[src/rtl/iomem_router.sv]
// iomem_router: address decoder and one-at-a-time transaction sequencer
// between the PicoSoC iomem master port and NSLAVES board peripherals.
//
// Requests in the BASE region select a peripheral slot from addr[19:16].
// Mapped slots get a held one-hot s_valid until s_ready. Unmapped slots get
// an immediate ERR_DATA response. The master sees a one-cycle iomem_ready
// pulse. Addresses outside BASE are ignored because other decoders own them.
//
// Handshake: s_valid[slot], s_wstrb, s_addr and s_wdata are registered and
// stay stable from the cycle s_valid rises until the cycle after the selected
// s_ready is sampled high. s_ready may be driven combinationally from s_valid.
// iomem_ready is high for exactly one cycle per completed request.
//
// Optional feature: define IOMEM_ROUTER_TIMEOUT_EN to build the peripheral
// timeout counter. Without it, BUSY waits for s_ready or for the master to
// abort, and the TIMEOUT parameter is unused.

module iomem_router #(
    parameter int unsigned NSLAVES  = 4,
    parameter logic [7:0]  BASE     = 8'h03,
    parameter int unsigned TIMEOUT  = 255,
    parameter logic [31:0] ERR_DATA = 32'hDEADBEEF
) (
    input  logic                    clk,
    input  logic                    resetn,
    input  logic                    iomem_valid,
    input  logic [3:0]              iomem_wstrb,
    input  logic [31:0]             iomem_addr,
    input  logic [31:0]             iomem_wdata,
    output logic                    iomem_ready,
    output logic [31:0]             iomem_rdata,
    output logic [NSLAVES-1:0]      s_valid,
    output logic [3:0]              s_wstrb,
    output logic [15:0]             s_addr,
    output logic [31:0]             s_wdata,
    input  logic [NSLAVES-1:0]      s_ready,
    input  logic [32*NSLAVES-1:0]   s_rdata,
    output logic [7:0]              err_count
);

    typedef enum logic [1:0] {
        ST_IDLE = 2'd0,
        ST_BUSY = 2'd1,
        ST_RESP = 2'd2
    } state_e;

    state_e state_q, state_d;

    logic                  iomem_ready_q, iomem_ready_d;
    logic [31:0]           iomem_rdata_q, iomem_rdata_d;
    logic [NSLAVES-1:0]    s_valid_q,     s_valid_d;
    logic [3:0]            s_wstrb_q,     s_wstrb_d;
    logic [15:0]           s_addr_q,      s_addr_d;
    logic [31:0]           s_wdata_q,     s_wdata_d;
    logic [7:0]            err_count_q,   err_count_d;
    logic [3:0]            slot_q,        slot_d;

    logic [3:0]            req_slot;
    logic                  region_hit;
    logic                  slot_mapped;
    logic                  accept;
    logic                  sel_ready;
    logic [31:0]           sel_rdata;
    logic                  timeout_hit;
    logic [7:0]            err_count_inc;

    // Address bits between the slot field and the region byte are not decoded.
    logic                  addr_unused;
    assign addr_unused = ^iomem_addr[23:20];

    // Request decode. The !iomem_ready term keeps a request still held during
    // the response cycle from being taken a second time.
    assign req_slot    = iomem_addr[19:16];
    assign region_hit  = iomem_valid && (iomem_addr[31:24] == BASE) && !iomem_ready_q;
    assign slot_mapped = ({1'b0, req_slot} < 5'(NSLAVES));
    assign accept      = (state_q == ST_IDLE) && region_hit && slot_mapped;

    // Saturating increment for the error counter.
    assign err_count_inc = (err_count_q == 8'hFF) ? 8'hFF : (err_count_q + 8'd1);

    // Select ready and read data of the latched slot; other slots are ignored.
    always_comb begin
        sel_ready = 1'b0;
        sel_rdata = '0;
        for (int k = 0; k < int'(NSLAVES); k++) begin
            if (slot_q == 4'(k)) begin
                sel_ready = s_ready[k];
                sel_rdata = s_rdata[32*k +: 32];
            end
        end
    end

`ifdef IOMEM_ROUTER_TIMEOUT_EN
    logic [15:0] tmo_cnt_q, tmo_cnt_d;

    // Timeout counter: cleared on accept, counts BUSY cycles without s_ready.
    always_comb begin
        tmo_cnt_d = tmo_cnt_q;
        if (accept) begin
            tmo_cnt_d = '0;
        end else if ((state_q == ST_BUSY) && !sel_ready) begin
            tmo_cnt_d = tmo_cnt_q + 16'd1;
        end
    end

    // Timeout counter register.
    always_ff @(posedge clk or negedge resetn) begin
        if (!resetn) begin
            tmo_cnt_q <= '0;
        end else begin
            tmo_cnt_q <= tmo_cnt_d;
        end
    end

    assign timeout_hit = (tmo_cnt_q == 16'(TIMEOUT));
`else
    // No timeout hardware: BUSY only leaves on s_ready or abort.
    localparam logic [15:0] timeout_unused = 16'(TIMEOUT);
    assign timeout_hit = 1'b0;
`endif

    // State register.
    always_ff @(posedge clk or negedge resetn) begin
        if (!resetn) begin
            state_q <= ST_IDLE;
        end else begin
            state_q <= state_d;
        end
    end

    // Next-state logic. In BUSY, peripheral completion beats timeout, and
    // both beat a master abort.
    always_comb begin
        state_d = state_q;
        case (state_q)
            ST_IDLE: begin
                if (region_hit) begin
                    state_d = slot_mapped ? ST_BUSY : ST_RESP;
                end
            end
            ST_BUSY: begin
                if (sel_ready) begin
                    state_d = ST_RESP;
                end else if (timeout_hit) begin
                    state_d = ST_RESP;
                end else if (!iomem_valid) begin
                    state_d = ST_IDLE;
                end
            end
            ST_RESP: begin
                state_d = ST_IDLE;
            end
            default: begin
                state_d = ST_IDLE;
            end
        endcase
    end

    // Output logic: next values of the registered bus outputs and counters.
    always_comb begin
        iomem_ready_d = 1'b0;
        iomem_rdata_d = iomem_rdata_q;
        s_valid_d     = s_valid_q;
        s_wstrb_d     = s_wstrb_q;
        s_addr_d      = s_addr_q;
        s_wdata_d     = s_wdata_q;
        err_count_d   = err_count_q;
        slot_d        = slot_q;
        case (state_q)
            ST_IDLE: begin
                if (region_hit) begin
                    if (slot_mapped) begin
                        slot_d    = req_slot;
                        s_wstrb_d = iomem_wstrb;
                        s_addr_d  = iomem_addr[15:0];
                        s_wdata_d = iomem_wdata;
                        s_valid_d = '0;
                        for (int k = 0; k < int'(NSLAVES); k++) begin
                            s_valid_d[k] = (req_slot == 4'(k));
                        end
                    end else begin
                        iomem_ready_d = 1'b1;
                        iomem_rdata_d = ERR_DATA;
                        err_count_d   = err_count_inc;
                    end
                end
            end
            ST_BUSY: begin
                if (sel_ready) begin
                    iomem_ready_d = 1'b1;
                    iomem_rdata_d = sel_rdata;
                    s_valid_d     = '0;
                end else if (timeout_hit) begin
                    iomem_ready_d = 1'b1;
                    iomem_rdata_d = ERR_DATA;
                    err_count_d   = err_count_inc;
                    s_valid_d     = '0;
                end else if (!iomem_valid) begin
                    s_valid_d     = '0;
                end
            end
            default: begin
            end
        endcase
    end

    // Datapath and response registers.
    always_ff @(posedge clk or negedge resetn) begin
        if (!resetn) begin
            iomem_ready_q <= 1'b0;
            iomem_rdata_q <= '0;
            s_valid_q     <= '0;
            s_wstrb_q     <= '0;
            s_addr_q      <= '0;
            s_wdata_q     <= '0;
            err_count_q   <= '0;
            slot_q        <= '0;
        end else begin
            iomem_ready_q <= iomem_ready_d;
            iomem_rdata_q <= iomem_rdata_d;
            s_valid_q     <= s_valid_d;
            s_wstrb_q     <= s_wstrb_d;
            s_addr_q      <= s_addr_d;
            s_wdata_q     <= s_wdata_d;
            err_count_q   <= err_count_d;
            slot_q        <= slot_d;
        end
    end

    assign iomem_ready = iomem_ready_q;
    assign iomem_rdata = iomem_rdata_q;
    assign s_valid     = s_valid_q;
    assign s_wstrb     = s_wstrb_q;
    assign s_addr      = s_addr_q;
    assign s_wdata     = s_wdata_q;
    assign err_count   = err_count_q;

endmodule
[config.mk]
export PLATFORM = sky130hd
export DESIGN_NAME = iomem_router
export DESIGN_NICKNAME = d
export VERILOG_FILES = /design/src/rtl/iomem_router.sv
export SDC_FILE = /design/constraint.sdc
export NUM_CORES = 1
export LEC_CHECK = 0
export CELL_PAD_IN_SITES_DETAIL_PLACEMENT = 1
export CELL_PAD_IN_SITES_GLOBAL_PLACEMENT = 1
export CORE_ASPECT_RATIO = 1.4
export CORE_UTILIZATION = 25
export DETAILED_ROUTE_END_ITERATION = 10
export GPL_TIMING_DRIVEN = 0
export PLACE_DENSITY_LB_ADDON = 0.1
export SLEW_MARGIN = 20
export SYNTH_ARGS = -nofsm -noshare
export SYNTH_HDL_FRONTEND = slang
export SYNTH_SLANG_ARGS = --single-unit
export TNS_END_PERCENT = 20
[constraint.sdc]
create_clock -name clk -period 1.9 [get_ports clk]
set_input_delay 0.285 -clock clk [delete_from_list [all_inputs] [get_ports clk]]
set_output_delay 0.285 -clock clk [all_outputs]
set_load 0.02 [all_outputs]
==> results by group <==
Run status
  – Status: finished with violations
  – Failing checks: negative setup slack

Logic synthesis
  – Post-synth top area share: 0.495
  – Post-synthesis sequential element count: 103
  – Area contributors post-synth: dfrtp_1 50%, nand2_1 12%, mux2i_1 7.3%
  – Ys flop type: dfrtp_1
  – Async set-reset flop share out of synthesis: 1.00
  – Number of synthesized flops with an enable pin: 0
  – Mapped Cells: 509
  – Post-Syn Area: 0.00520 mm2
  – Avg Inst Size Synth: 10.2 um2
  – Sequential fraction of the synthesis area: 0.495
  – Net Count, Synth: 713
  – Yosys warnings: 0
  – Yosys cell types: 45
  – Top cell type by total area after synthesis: dfrtp_1

Final layout
  – Final Util: 0.462
  – Area Overhead vs Synth: 81.6%
  – Nets@finish: 1,046
  – Most common cell after layout, fill and taps aside: clkdlybuf4s50_1
  – Layout cells sized above 1: 0.171
  – Finished Layout Cells: 1,103
  – Ant diodes: 0
  – Most frequent cells in the layout: 284 x clkdlybuf4s50_1, 155 x nand2_1, 100 x dfrtp_1
  – Finished Cell Area: 0.00945 mm2

STA
  – Final worst slack: -0.0968 ns
  – Final setup viols: 63
  – Final period util: 1.05
  – Max Slew Vio Count: 0
  – Minimum clock period: 2.00 ns
  – Final Skew: 0.0187 ns
  – Fmax: 501 MHz
  – Max_slew headroom: 0.668
  – Final hold vios: 0
  – Setup tns final: -1.95 ns
  – Actual slew at the worst max-slew pin: 0.498 ns
  – RSZ-0062 raised after global routing: yes

Routing
  – Drt pass-1 iters: 4
  – # DRC: 0
  – Routed len/inst: 19.2 um
  – Drt initial violations: 139
  – Vias per cell: 4.72
  – Vias: 5,203
  – Routed WL: 21,100 um
  – Post-route ant nets: 0

Worst hold path
  – Hold Crit Class: in2async

Placed design
  – HPWL after detailed placement: 16,000 um
  – IO Port Bufs: 295
  – Post-Place Cells: 1,061
  – Placed Area: 0.00855 mm2
  – Placement Setup Slack: -0.880 ns
  – GP Congestion: 0.748

Clocking
  – H-tree depth: 3
  – Root Driver: clkbuf_16
  – Clock Sinks: 103
  – Total CTS buffers: 9
  – CTS tree: yes
  – Clk_lat worst skew: 0.36 ns
  – CTS Buffer Depth: 2
  – Clock slew at reported path FFs: 0.09 ns

Worst setup path
  – Crit-path cells: or4_4 > or4_4 > buf_6 > buf_8 > nand2_1 > nand2_1
  – Worst setup path start: state_q[0]
  – Maximum fanout along the worst path: 10
  – Worst r2r dst: s_wdata[18]
  – Max incr delay on CP: 0.54 ns
  – WP data required: 2.15 ns
  – Critical path type: reg2reg
  – Flop2flop setup slack: -0.1 ns
  – CP Launch Type: flip-flop
  – Reg2Reg Launch Point: state_q[0]
  – Reg2reg path depth: 6
  – Critical Path Sink Type: flip-flop
  – CP max-delay cell: or4_4
  – Crit path DAT: 2.24 ns

Power
  – P per Cell Area: 564 mW/mm2
  – Worst ir drop on vdd: 0.000360 V
  – Leak: 4.06 nW

Global routing
  – Grt peak-use layer: met2
  – Total grt overflow: 0
  – Initial antenna violation count: 0
  – First-pass GRT wire length: 31,700 um
  – Maximum number of pins on one net before global-route repair: 66
  – Vias in the first global route: 5,787
  – Met2 capacity usage during global routing: 0.359
  – Met3 Resource Use GR: 0.0587
  – Tot GR Track Use: 0.193
  – Met1 global-route usage: 0.210

Run
  – Max_cap viols: 0

Floorplanning
  – Core ar.: 0.0205 mm2
  – Die height: 173 um
  – DIE AREA: 0.0214 mm2
  – Initial core utilization: 0.254
  – Num ports: 300
  – Die X: 124 um
  – Row count: 62
sequential cells by signal, indices dropped and copies added, names as in the netlist:
signal and count:
err_count 8, s_addr 16, s_valid 4, state_q 2
s_wstrb 4, iomem_rdata 32, slot_q 4, iomem_ready 1
s_wdata 32
metal layers:
metal	wire [um]	vias to the layer above
met5	0	-
met4	194	0
met3	2020	10
met2	10900	210
met1	7990	2522
li1	-	2461
critical path, delay by kind of cell, from the launching register on:
family / cells / cell delay (ns)
buffers and inverters: 2 / 0.31
and+or+nand+nor: 4 / 1.15
DFF: 1 / 0.43
where the power goes:
| group | internal [mW] | total, mW | switching, mW |
|---|---|---|---|
| registers | 2.28 | 2.34 | 0.0584 |
| logic | 0.657 | 1.05 | 0.391 |
| clock network | 0.950 | 1.94 | 0.990 |
worst max-delay path by stage:
stage	endpoint	slack, ns	depth (start not counted)
2_1_floorplan	err_count[2]	-0.14	4
3_3_place_gp	s_wdata[30]	-3.70	1
3_5_place_dp	iomem_rdata[16]	-0.88	7
4_1_cts	s_wdata[21]	-0.15	6
5_1_grt	s_wdata[23]	-0.16	6
6_report	s_wdata[18]	-0.1	6
cell type report:
| type | count | area, um2 |
|---|---|---|
| Sequential cell | 103 | 2580 |
| Buffer | 34 | 274 |
| Tap cell | 256 | 320 |
| Timing Repair Buffer | 326 | 3310 |
| Inverter | 11 | 41.3 |
| Fill cell | 2248 | 11000 |
| Multi-Input combinational cell | 357 | 2610 |
| Clock buffer | 9 | 225 |
| Clock inverter | 7 | 83.8 |
repair_timing:
item	4_1_cts	5_1_grt
setup buffers	17	10
hold endpoints to repair	38	0
hold buffers	1	0
setup endpoints to repair	103	101
pin swaps	8	15
cloned	3	1
gates resized for setup	78	60
cells by family after synthesis:
group,count (synthesis),share of synthesized area
AND/OR/NAND/NOR,206,0.176
flip-flops,103,0.495
AO/OA/AOI/OAI,78,0.132
multiplexers,72,0.149
buffers and inverters,49,0.0457
adder cells (fa/ha/maj),1,0.00240
cell usage after synthesis, types with 3 or more instances:
master,number
o21ai_0,7
or2_2,3
nor4_1,4
a221o_1,24
nor2_1,4
nand2_1,166
inv_1,11
o2bb2ai_1,24
nand3_1,3
buf_6,4
buf_2,7
mux2i_1,38
a2bb2oi_1,7
or4_1,4
dfrtp_1,103
o211ai_1,6
mux2_1,19
clkbuf_1,23
a32o_1,4
mux2_2,14
metrics by stage:
step / hold slack [ns] / power, mW
detailed placement: 0.228 / 3.40
global route: 0.434 / 5.57
floorplan: -0.0106 / 2.66
finish: 0.408 / 5.33
CTS: 0.426 / 5.42
global placement: 0.451 / 3.37
Power figures use the tool's default switching activity.
